--- config.mk ---
export PLATFORM = sky130hd
export DESIGN_NAME = mem_port_arbiter
export DESIGN_NICKNAME = d
export VERILOG_FILES = /design/src/rtl/mem_port_arbiter_pkg.sv /design/src/rtl/mem_port_arbiter_rr_arbiter2.sv /design/src/rtl/mem_port_arbiter.sv
export SDC_FILE = /design/constraint.sdc
export NUM_CORES = 1
export LEC_CHECK = 0
export CORE_MARGIN = 10
export CORE_UTILIZATION = 39
export DETAILED_ROUTE_END_ITERATION = 6
export PLACE_DENSITY = 0.86
export SLEW_MARGIN = 5
export SYNTH_ARGS = -nofsm -noshare
export SYNTH_HDL_FRONTEND = slang
export SYNTH_SLANG_ARGS = --single-unit
--- constraint.sdc ---
create_clock -name clk -period 2.25 [get_ports clk]
set_input_delay 0.45 -clock clk [delete_from_list [all_inputs] [get_ports clk]]
set_output_delay 0.45 -clock clk [all_outputs]
set_load 0.01 [all_outputs]
--- src/rtl/mem_port_arbiter_pkg.sv ---
// Shared definitions for the unified memory port arbiter.
// Holds the sequencer state encoding and the requester index constants.
package mem_port_arbiter_pkg;

  typedef enum logic [1:0] {
    ST_IDLE   = 2'd0,
    ST_ACCESS = 2'd1,
    ST_RESP   = 2'd2
  } state_t;

  localparam logic REQ_CPU  = 1'b0;
  localparam logic REQ_LOAD = 1'b1;

endpackage

--- src/rtl/mem_port_arbiter_rr_arbiter2.sv ---
// Two-input round-robin pick: a lone requester wins outright, and on a tie
// the requester that was not granted last time wins.
module rr_arbiter2
  import mem_port_arbiter_pkg::*;
(
  input  logic req0,
  input  logic req1,
  input  logic last_grant,
  output logic grant_valid,
  output logic grant_idx
);

  // Winner selection from the current requests and the previous grant
  always_comb begin
    grant_valid = req0 | req1;
    if (req0 && req1) begin
      grant_idx = ~last_grant;
    end else if (req1) begin
      grant_idx = REQ_LOAD;
    end else begin
      grant_idx = REQ_CPU;
    end
  end

endmodule

--- src/rtl/mem_port_arbiter.sv ---
// Shares one fixed-latency memory port between the core and the loader/debug
// port. Round-robin grant, LAT access cycles, then a one-cycle done pulse.
module mem_port_arbiter
  import mem_port_arbiter_pkg::*;
#(
  parameter int AW  = 32,
  parameter int DW  = 32,
  parameter int LAT = 2,
  parameter int CW  = 4
) (
  input  logic          clk,
  input  logic          rst,
  input  logic          req0,
  input  logic          we0,
  input  logic [AW-1:0] addr0,
  input  logic [DW-1:0] wdata0,
  output logic          done0,
  input  logic          req1,
  input  logic          we1,
  input  logic [AW-1:0] addr1,
  input  logic [DW-1:0] wdata1,
  output logic          done1,
  output logic [DW-1:0] rdata,
  output logic          owner,
  output logic          busy,
  output logic          mem_en,
  output logic          mem_we,
  output logic [AW-1:0] mem_addr,
  output logic [DW-1:0] mem_wdata,
  input  logic [DW-1:0] mem_rdata
);

  localparam logic [CW-1:0] CNT_LAT = CW'(LAT);
  localparam logic [CW-1:0] CNT_ONE = CW'(1);

  state_t        state_r, state_s;
  logic [CW-1:0] cnt_r, cnt_s;
  logic          we_r, we_s;
  logic [AW-1:0] addr_r, addr_s;
  logic [DW-1:0] wdata_r, wdata_s;
  logic [DW-1:0] rdata_r, rdata_s;
  logic          owner_r, owner_s;
  logic          last_grant_r, last_grant_s;
  logic          done0_r, done0_s;
  logic          done1_r, done1_s;
  logic          mem_en_r, mem_en_s;
  logic          mem_we_r, mem_we_s;
  logic          busy_r, busy_s;
  logic          grant_valid_s;
  logic          grant_idx_s;

  rr_arbiter2 u_rr (
    .req0        (req0),
    .req1        (req1),
    .last_grant  (last_grant_r),
    .grant_valid (grant_valid_s),
    .grant_idx   (grant_idx_s)
  );

  // Next-state and next-output decode; every output is the registered copy
  always_comb begin
    state_s      = state_r;
    cnt_s        = cnt_r;
    we_s         = we_r;
    addr_s       = addr_r;
    wdata_s      = wdata_r;
    rdata_s      = rdata_r;
    owner_s      = owner_r;
    last_grant_s = last_grant_r;
    done0_s      = 1'b0;
    done1_s      = 1'b0;
    mem_en_s     = 1'b0;
    mem_we_s     = 1'b0;
    busy_s       = 1'b0;
    case (state_r)
      ST_IDLE: begin
        if (grant_valid_s) begin
          state_s = ST_ACCESS;
          cnt_s   = CNT_LAT;
          owner_s = grant_idx_s;
          if (grant_idx_s == REQ_LOAD) begin
            we_s    = we1;
            addr_s  = addr1;
            wdata_s = wdata1;
          end else begin
            we_s    = we0;
            addr_s  = addr0;
            wdata_s = wdata0;
          end
          mem_en_s = 1'b1;
          mem_we_s = we_s;
          busy_s   = 1'b1;
        end else begin
          state_s = ST_IDLE;
        end
      end
      ST_ACCESS: begin
        busy_s = 1'b1;
        cnt_s  = cnt_r - CNT_ONE;
        if (cnt_r == CNT_ONE) begin
          state_s = ST_RESP;
          // Writes leave the read-data register untouched
          if (!we_r) begin
            rdata_s = mem_rdata;
          end else begin
            rdata_s = rdata_r;
          end
          if (owner_r == REQ_LOAD) begin
            done1_s = 1'b1;
          end else begin
            done0_s = 1'b1;
          end
        end else begin
          mem_en_s = 1'b1;
          mem_we_s = we_r;
        end
      end
      ST_RESP: begin
        state_s      = ST_IDLE;
        last_grant_s = owner_r;
      end
      default: begin
        state_s = ST_IDLE;
      end
    endcase
  end

  // State, counter, latched request and output registers
  always_ff @(posedge clk or negedge rst) begin
    if (!rst) begin
      state_r      <= ST_IDLE;
      cnt_r        <= {CW{1'b0}};
      we_r         <= 1'b0;
      addr_r       <= {AW{1'b0}};
      wdata_r      <= {DW{1'b0}};
      rdata_r      <= {DW{1'b0}};
      owner_r      <= REQ_LOAD;
      last_grant_r <= REQ_LOAD;
      done0_r      <= 1'b0;
      done1_r      <= 1'b0;
      mem_en_r     <= 1'b0;
      mem_we_r     <= 1'b0;
      busy_r       <= 1'b0;
    end else begin
      state_r      <= state_s;
      cnt_r        <= cnt_s;
      we_r         <= we_s;
      addr_r       <= addr_s;
      wdata_r      <= wdata_s;
      rdata_r      <= rdata_s;
      owner_r      <= owner_s;
      last_grant_r <= last_grant_s;
      done0_r      <= done0_s;
      done1_r      <= done1_s;
      mem_en_r     <= mem_en_s;
      mem_we_r     <= mem_we_s;
      busy_r       <= busy_s;
    end
  end

  assign done0     = done0_r;
  assign done1     = done1_r;
  assign rdata     = rdata_r;
  assign owner     = owner_r;
  assign busy      = busy_r;
  assign mem_en    = mem_en_r;
  assign mem_we    = mem_we_r;
  assign mem_addr  = addr_r;
  assign mem_wdata = wdata_r;

endmodule
Yosys cells after proc, flatten, opt, wreduce, memory -nomap -nowiden

Index checks and enable logic that the tools add are counted.

Bits in registers: 110
Word-level logic and storage cells: 51

Add/sub/neg operators: 1
Equality and inequality tests: 5
Mux-type cells: 23
Bitwise operators: 3
Reductions and logical operators: 6

Operator list:

| cell                                              | count |
|---|---|
| 2-to-1 mux 32 bit                                 | 2 |
| 2-to-1 mux 1 bit                                  | 14 |
| one-hot mux 4 bit (2 select lines)                | 1 |
| one-hot mux 1 bit (2 select lines)                | 3 |
| == test 4 x 1 -> 1 bit (second input constant)    | 1 |
| 2-to-1 mux 4 bit                                  | 1 |
| inequality test 2 bit (second input constant)     | 2 |
| one-hot mux 2 bit (2 select lines)                | 1 |
| AND reduction 2 bit                               | 2 |
| subtractor 4 x 1 -> 4 bit (second input constant) | 1 |
| AND reduction 3 bit                               | 1 |
| == test 2 x 1 -> 1 bit (second input constant)    | 1 |
| == test 2 bit (second input constant)             | 1 |
| logical NOT 2 bit                                 | 1 |
| 2-to-1 mux 2 bit                                  | 1 |
| NOT 1 bit                                         | 2 |
| nonzero test 2 bit                                | 1 |
| logical AND 1 bit                                 | 1 |
| bitwise OR 1 bit                                  | 1 |

Depth between registers and ports, before layout

Depth after elaboration: 5
Gate-level depth with buffers: 7
Gate-level depth less buffers: 5

Hierarchy

A second synthesis with hierarchy kept.

Cell total of the unflattened synthesis: 399
Area total of the unflattened synthesis: 4708.3 sq um

By module, submodules not included:

| module           | times used | cells an instance | area each (sq um) | sequential area each (sq um) |
|---|---|---|---|---|
| mem_port_arbiter | 1          | 397               | 4694.5            | 2755.1 |
| rr_arbiter2      | 1          | 2                 | 13.8              | 0.0 |

Worst setup path after synthesis

OpenSTA, ideal clock, no wires.

Path type: register to register
Start: register cnt_r[1]
End: register rdata_r[10], in the netlist rdata[10]
Arrival: 1.762 ns
Data required time: 2.125 ns
Setup slack: 0.363 ns
Stages on the path, launching flop included: 8
Path buffers: 2
Path through: dfrtp_1 -> inv_1 -> ha_1 -> or3b_1 -> buf_2 -> nor3_4 -> buf_6 -> mux2_2

Word-level cells in the longest chain between the ends: 2

Ends and longest elaborated chain:

| element                       | line                    | RTL |
|---|---|---|
| start: declaration            | mem_port_arbiter.sv:37  | `logic [CW-1:0] cnt_r, cnt_s;` |
| start signal: assignment      | mem_port_arbiter.sv:132 | `cnt_r <= {CW{1'b0}};` |
| start signal: assignment      | mem_port_arbiter.sv:146 | `cnt_r <= cnt_s;` |
| == test 4 x 1 -> 1 bit        | mem_port_arbiter.sv:100 | `if (cnt_r == CNT_ONE) begin` |
| AND reduction 3 bit (no line) | -                       |  |
| end signal: assignment        | mem_port_arbiter.sv:136 | `rdata_r <= {DW{1'b0}};` |
| end signal: assignment        | mem_port_arbiter.sv:150 | `rdata_r <= rdata_s;` |
| end: declaration              | mem_port_arbiter.sv:41  | `logic [DW-1:0] rdata_r, rdata_s;` |

No other way between the ends.
A chain may end at the register's enable or synchronous reset.

Final worst setup path

Start: register cnt_r[1]
End: register rdata_r[18], in the netlist rdata[18]

Same word-level chain as after synthesis.

==> key figures <==
Critical path
  • Worst-path cell chain: inv_1, ha_1, or3b_1, nor3_4, buf_12, mux2_2
  • Critical Path RT: about 2.5 ns
  • RR Endpoint: rdata[18]
  • Crit end category: register
  • WP data arrival: 2.24 ns
  • Crit path kind: register to register
  • Worst path slowest cell: or3b_1
  • Slowest Stage Delay on Critical Path: 0.48 ns
  • Worst r2r path cells: 6
  • CP Launch Type: register
  • Internal reg-to-reg setup slack: around 0.23 ns
  • CP max FO: 32
  • Worst R2R Start: cnt_r[1]

Clocking
  • Clk buf depth: 2
  • Post-CTS sizing: 0
  • Root Buffer: clkbuf_16
  • # Post-CTS Setup Buffers: 0
  • CTS Buf Count: 9
  • Hold_buf cts: 0
  • CTS sink cnt: 110
  • H-tree lvl count: 3
  • Clk slew on worst S/H paths: roughly 0.070 ns
  • Clk_lat worst skew: 0.34 ns
  • CTS tree: done

GRT
  • First-pass GRT wire length: around 26000 um
  • Grt ovf: 0
  • Pin count of the biggest net entering global routing: just under 70
  • Initial antenna violation count: 0
  • GRT Util Overall: a little under a fifth
  • Number of global-route vias before repair: 4746

Synthesis
  • Largest family of logic cells by synthesized area: multiplexers
  • Post-Synth Adder-Cell Area: less than 1%
  • Cell variety after synth: 32
  • Post-synthesis xor/xnor area fraction: less than 1%
  • Mux cell area share after synthesis: 21.1%
  • Syn Area/Cell: around 12 um2
  • Post-synthesis sequential area ratio: a little under three fifths
  • Synth Warn #: 0
  • Mapped cell area: 4830 um2
  • Net Count, Synth: roughly 580
  • Cells after synthesis: 410
  • Post-synthesis compound-gate area fraction: between 10% and 20%
  • Synth Area in Simple Gates: approximately 2.3%
  • Seq cells post-synth: 110

Pwr
  • PD cells: between 1000 and 1500 nW/um2
  • Clock power frac: between 15 and 20%
  • Net switching power: ~3.3 mW
  • Flop pwr share: 35.7%
  • Sw frac: 34.1%
  • Leakage: 3.41 nW
  • Gate power share: a little under half
  • Internal power: 6.38 mW
  • Peak VDD IR: roughly 530 uV

Cells and area
  • Fin nets: around 830
  • Core Util, Final: 66.2%
  • Area growth, synth to finish: 65.4%
  • Fillers: 942
  • Layout cells sized above 1: slightly below 10%
  • # diodes: 0
  • Final Cell Area: ~8000 um2

Timing
  • Clock period minus worst slack: 2.02 ns
  • RSZ-0062 raised after global routing: false
  • Slew Limit Headroom: around 59%
  • Slew Limit Fails: 0
  • Final period util: 89.7%
  • Final Hold Fails: 0
  • Fin Setup TNS: 0 ns
  • Fmax: approximately 500 MHz
  • Tightest Pin Transition: ~0.62 ns
  • Clock skew: ~0.0067 ns
  • Final setup viols: 0

Drt
  • Vias per cell: approximately 5.1
  • Remaining routing DRC violations: 0
  • Vias: approximately 4200
  • WL final: between 15000 and 20000 um
  • Antenna Violating Nets Remaining: 0
  • Wire per inst: ~19 um
  • Starting DRT DRC Count: 274
  • Initial DRT Pass Iterations: 4

Floorplanning
  • Die Ht: roughly 130 um
  • Starting Density: about two fifths
  • # IOs: about 270
  • Core area: around 12000 um2
  • Die width: 131 um
  • Row cnt: 40
  • Die area: 17200 um2

Placement
  • Gp weighted congestion: 0.792
  • Post-DP Area: approximately 7700 um2
  • Post-DP HPWL: roughly 13000 um
  • Port bufs: 267

Job
  • Max-cap violations: 0

Run status
  • Status: completed

Min path
  • HP Class: input port to async pin
## layout make-up
cell class	count	area, um2	area share, %
tap	168	210	2.63
inverter	4	15.0	0.188
clock inverter	6	61.3	0.767
sequential	110	2760	34.5
timing repair buffer	278	2820	35.2
clock buffer	10	239	2.99
multi-input combinational	260	1890	23.7
## worst max path at each step
| stage | from | endpoint | cells after the start |
|---|---|---|---|
| finish | cnt_r[1] | rdata[18] | 6 |
| global route | cnt_r[1] | rdata[20] | 6 |
| global placement | req0 | cnt_r[2] | 5 |
| CTS | cnt_r[1] | rdata[18] | 6 |
| detailed placement | req0 | mem_addr[30] | 5 |
| floorplan | cnt_r[1] | rdata[10] | 7 |
## power groups by stage
stage	Clock [mW]	Combinational, mW	Sequential, mW
final	1.60	4.64	3.46
after detailed placement	0	4.68	3.50
after floorplan	0	1.58	3.84
after global routing	1.72	5.03	3.58
after global placement	0	4.54	3.43
after CTS	1.63	4.70	3.47
## worst max-delay path: cells and delay by family (launching register included)
kind	cells	cell delay [ns]
and+or+nand+nor	2	0.67
DFF	1	0.40
muxes	1	0.36
buffers and inverters	2	0.31
adders and majority gates	1	0.15
## Yosys cell counts
library cell	count	area, um2
a22oi_1	1	7.51
nand2b_1	1	6.26
or3b_1	1	8.76
xnor2_1	1	8.76
inv_1	4	15.0
nor3_4	1	16.3
or2_1	1	6.26
a21bo_2	1	10.0
o31ai_1	1	7.51
ha_1	2	25.0
mux2i_1	66	661
nand3b_1	1	7.51
mux2_1	1	11.3
o21ai_0	125	626
nor2b_1	1	6.26
buf_6	4	45.0
mux2_2	31	349
dfrtp_1	108	2700
nand2_1	4	15.0
dfstp_2	2	52.6
nor3_1	2	10.0
and2_1	1	6.26
nand3_1	1	5.00
clkbuf_2	6	30.0
nor2_1	3	11.3
o211ai_1	1	7.51
o21ai_1	11	55.1
clkbuf_1	17	63.8
or2_2	1	6.26
buf_1	2	7.51
nor4_1	1	6.26
buf_2	7	35.0
## metal layers
layer	part of all wire (%)	GRT usage, %
met2	53	33.3
met4	1.9	5.62
met1	38	19.9
met5	0	0
met3	7.5	6.40
## sequential cells by signal, summed over array words and instances (netlist names)
| signal | cells |
|---|---|
| last_grant_r | 1 |
| mem_addr | 32 |
| mem_wdata | 32 |
| we_r | 1 |
| rdata | 32 |
| done0 | 1 |
| done1 | 1 |
| state_r | 2 |
| busy | 1 |
| owner | 1 |
| mem_en | 1 |
| mem_we | 1 |
| cnt_r | 4 |
## cells by family after synthesis
group	count (synthesis)
buffers and inverters	40
adder cells (fa/ha/maj)	2
XOR/XNOR	1
AO/OA/AOI/OAI	140
multiplexers	98
flip-flops	110
AND/OR/NAND/NOR	19
## metrics by stage
stage               hold WS, ns  power (mW)  cells  setup slack (ns)
CTS                     0.00384        9.80    836             0.229
detailed placement        0.373        8.18    820             0.150
floorplan                 0.154        5.42    410             0.363
global placement          0.365        7.96    820             0.277
finish                  0.00274        9.69    836             0.231
global route             0.0160        10.3    836             0.144
## cell usage in the layout, fill, tap and decap left out
cell type | synthesis | layout
inv_1 | 4 | 4
nand2_1 | 4 | 4
mux2i_1 | 66 | 66
o21ai_1 | 11 | 11
dfrtp_1 | 108 | 108
bufinv_16 | 0 | 1
o211ai_1 | 1 | 1
nor3_1 | 2 | 2
clkinvlp_4 | 0 | 1
ha_1 | 2 | 2
nand3_1 | 1 | 1
o21ai_0 | 125 | 125
buf_4 | 0 | 7
nor4_1 | 1 | 1
nand3b_1 | 1 | 1
nand2b_1 | 1 | 1
or2_2 | 1 | 2
mux2_2 | 31 | 31
and2_1 | 1 | 1
buf_12 | 0 | 5
nor2_4 | 0 | 1
clkbuf_16 | 0 | 9
clkbuf_8 | 0 | 1
mux2_1 | 1 | 1
a22oi_1 | 1 | 1
nor2b_1 | 1 | 1
clkdlybuf4s50_1 | 0 | 266
or3b_1 | 1 | 1
nor2_1 | 3 | 2
clkinv_2 | 0 | 3
a21bo_4 | 0 | 1
o31ai_1 | 1 | 1
nor3_4 | 1 | 1
clkinv_4 | 0 | 1
xnor2_1 | 1 | 1
dfstp_2 | 2 | 2
No activity file was read; power rests on OpenSTA's default activity.
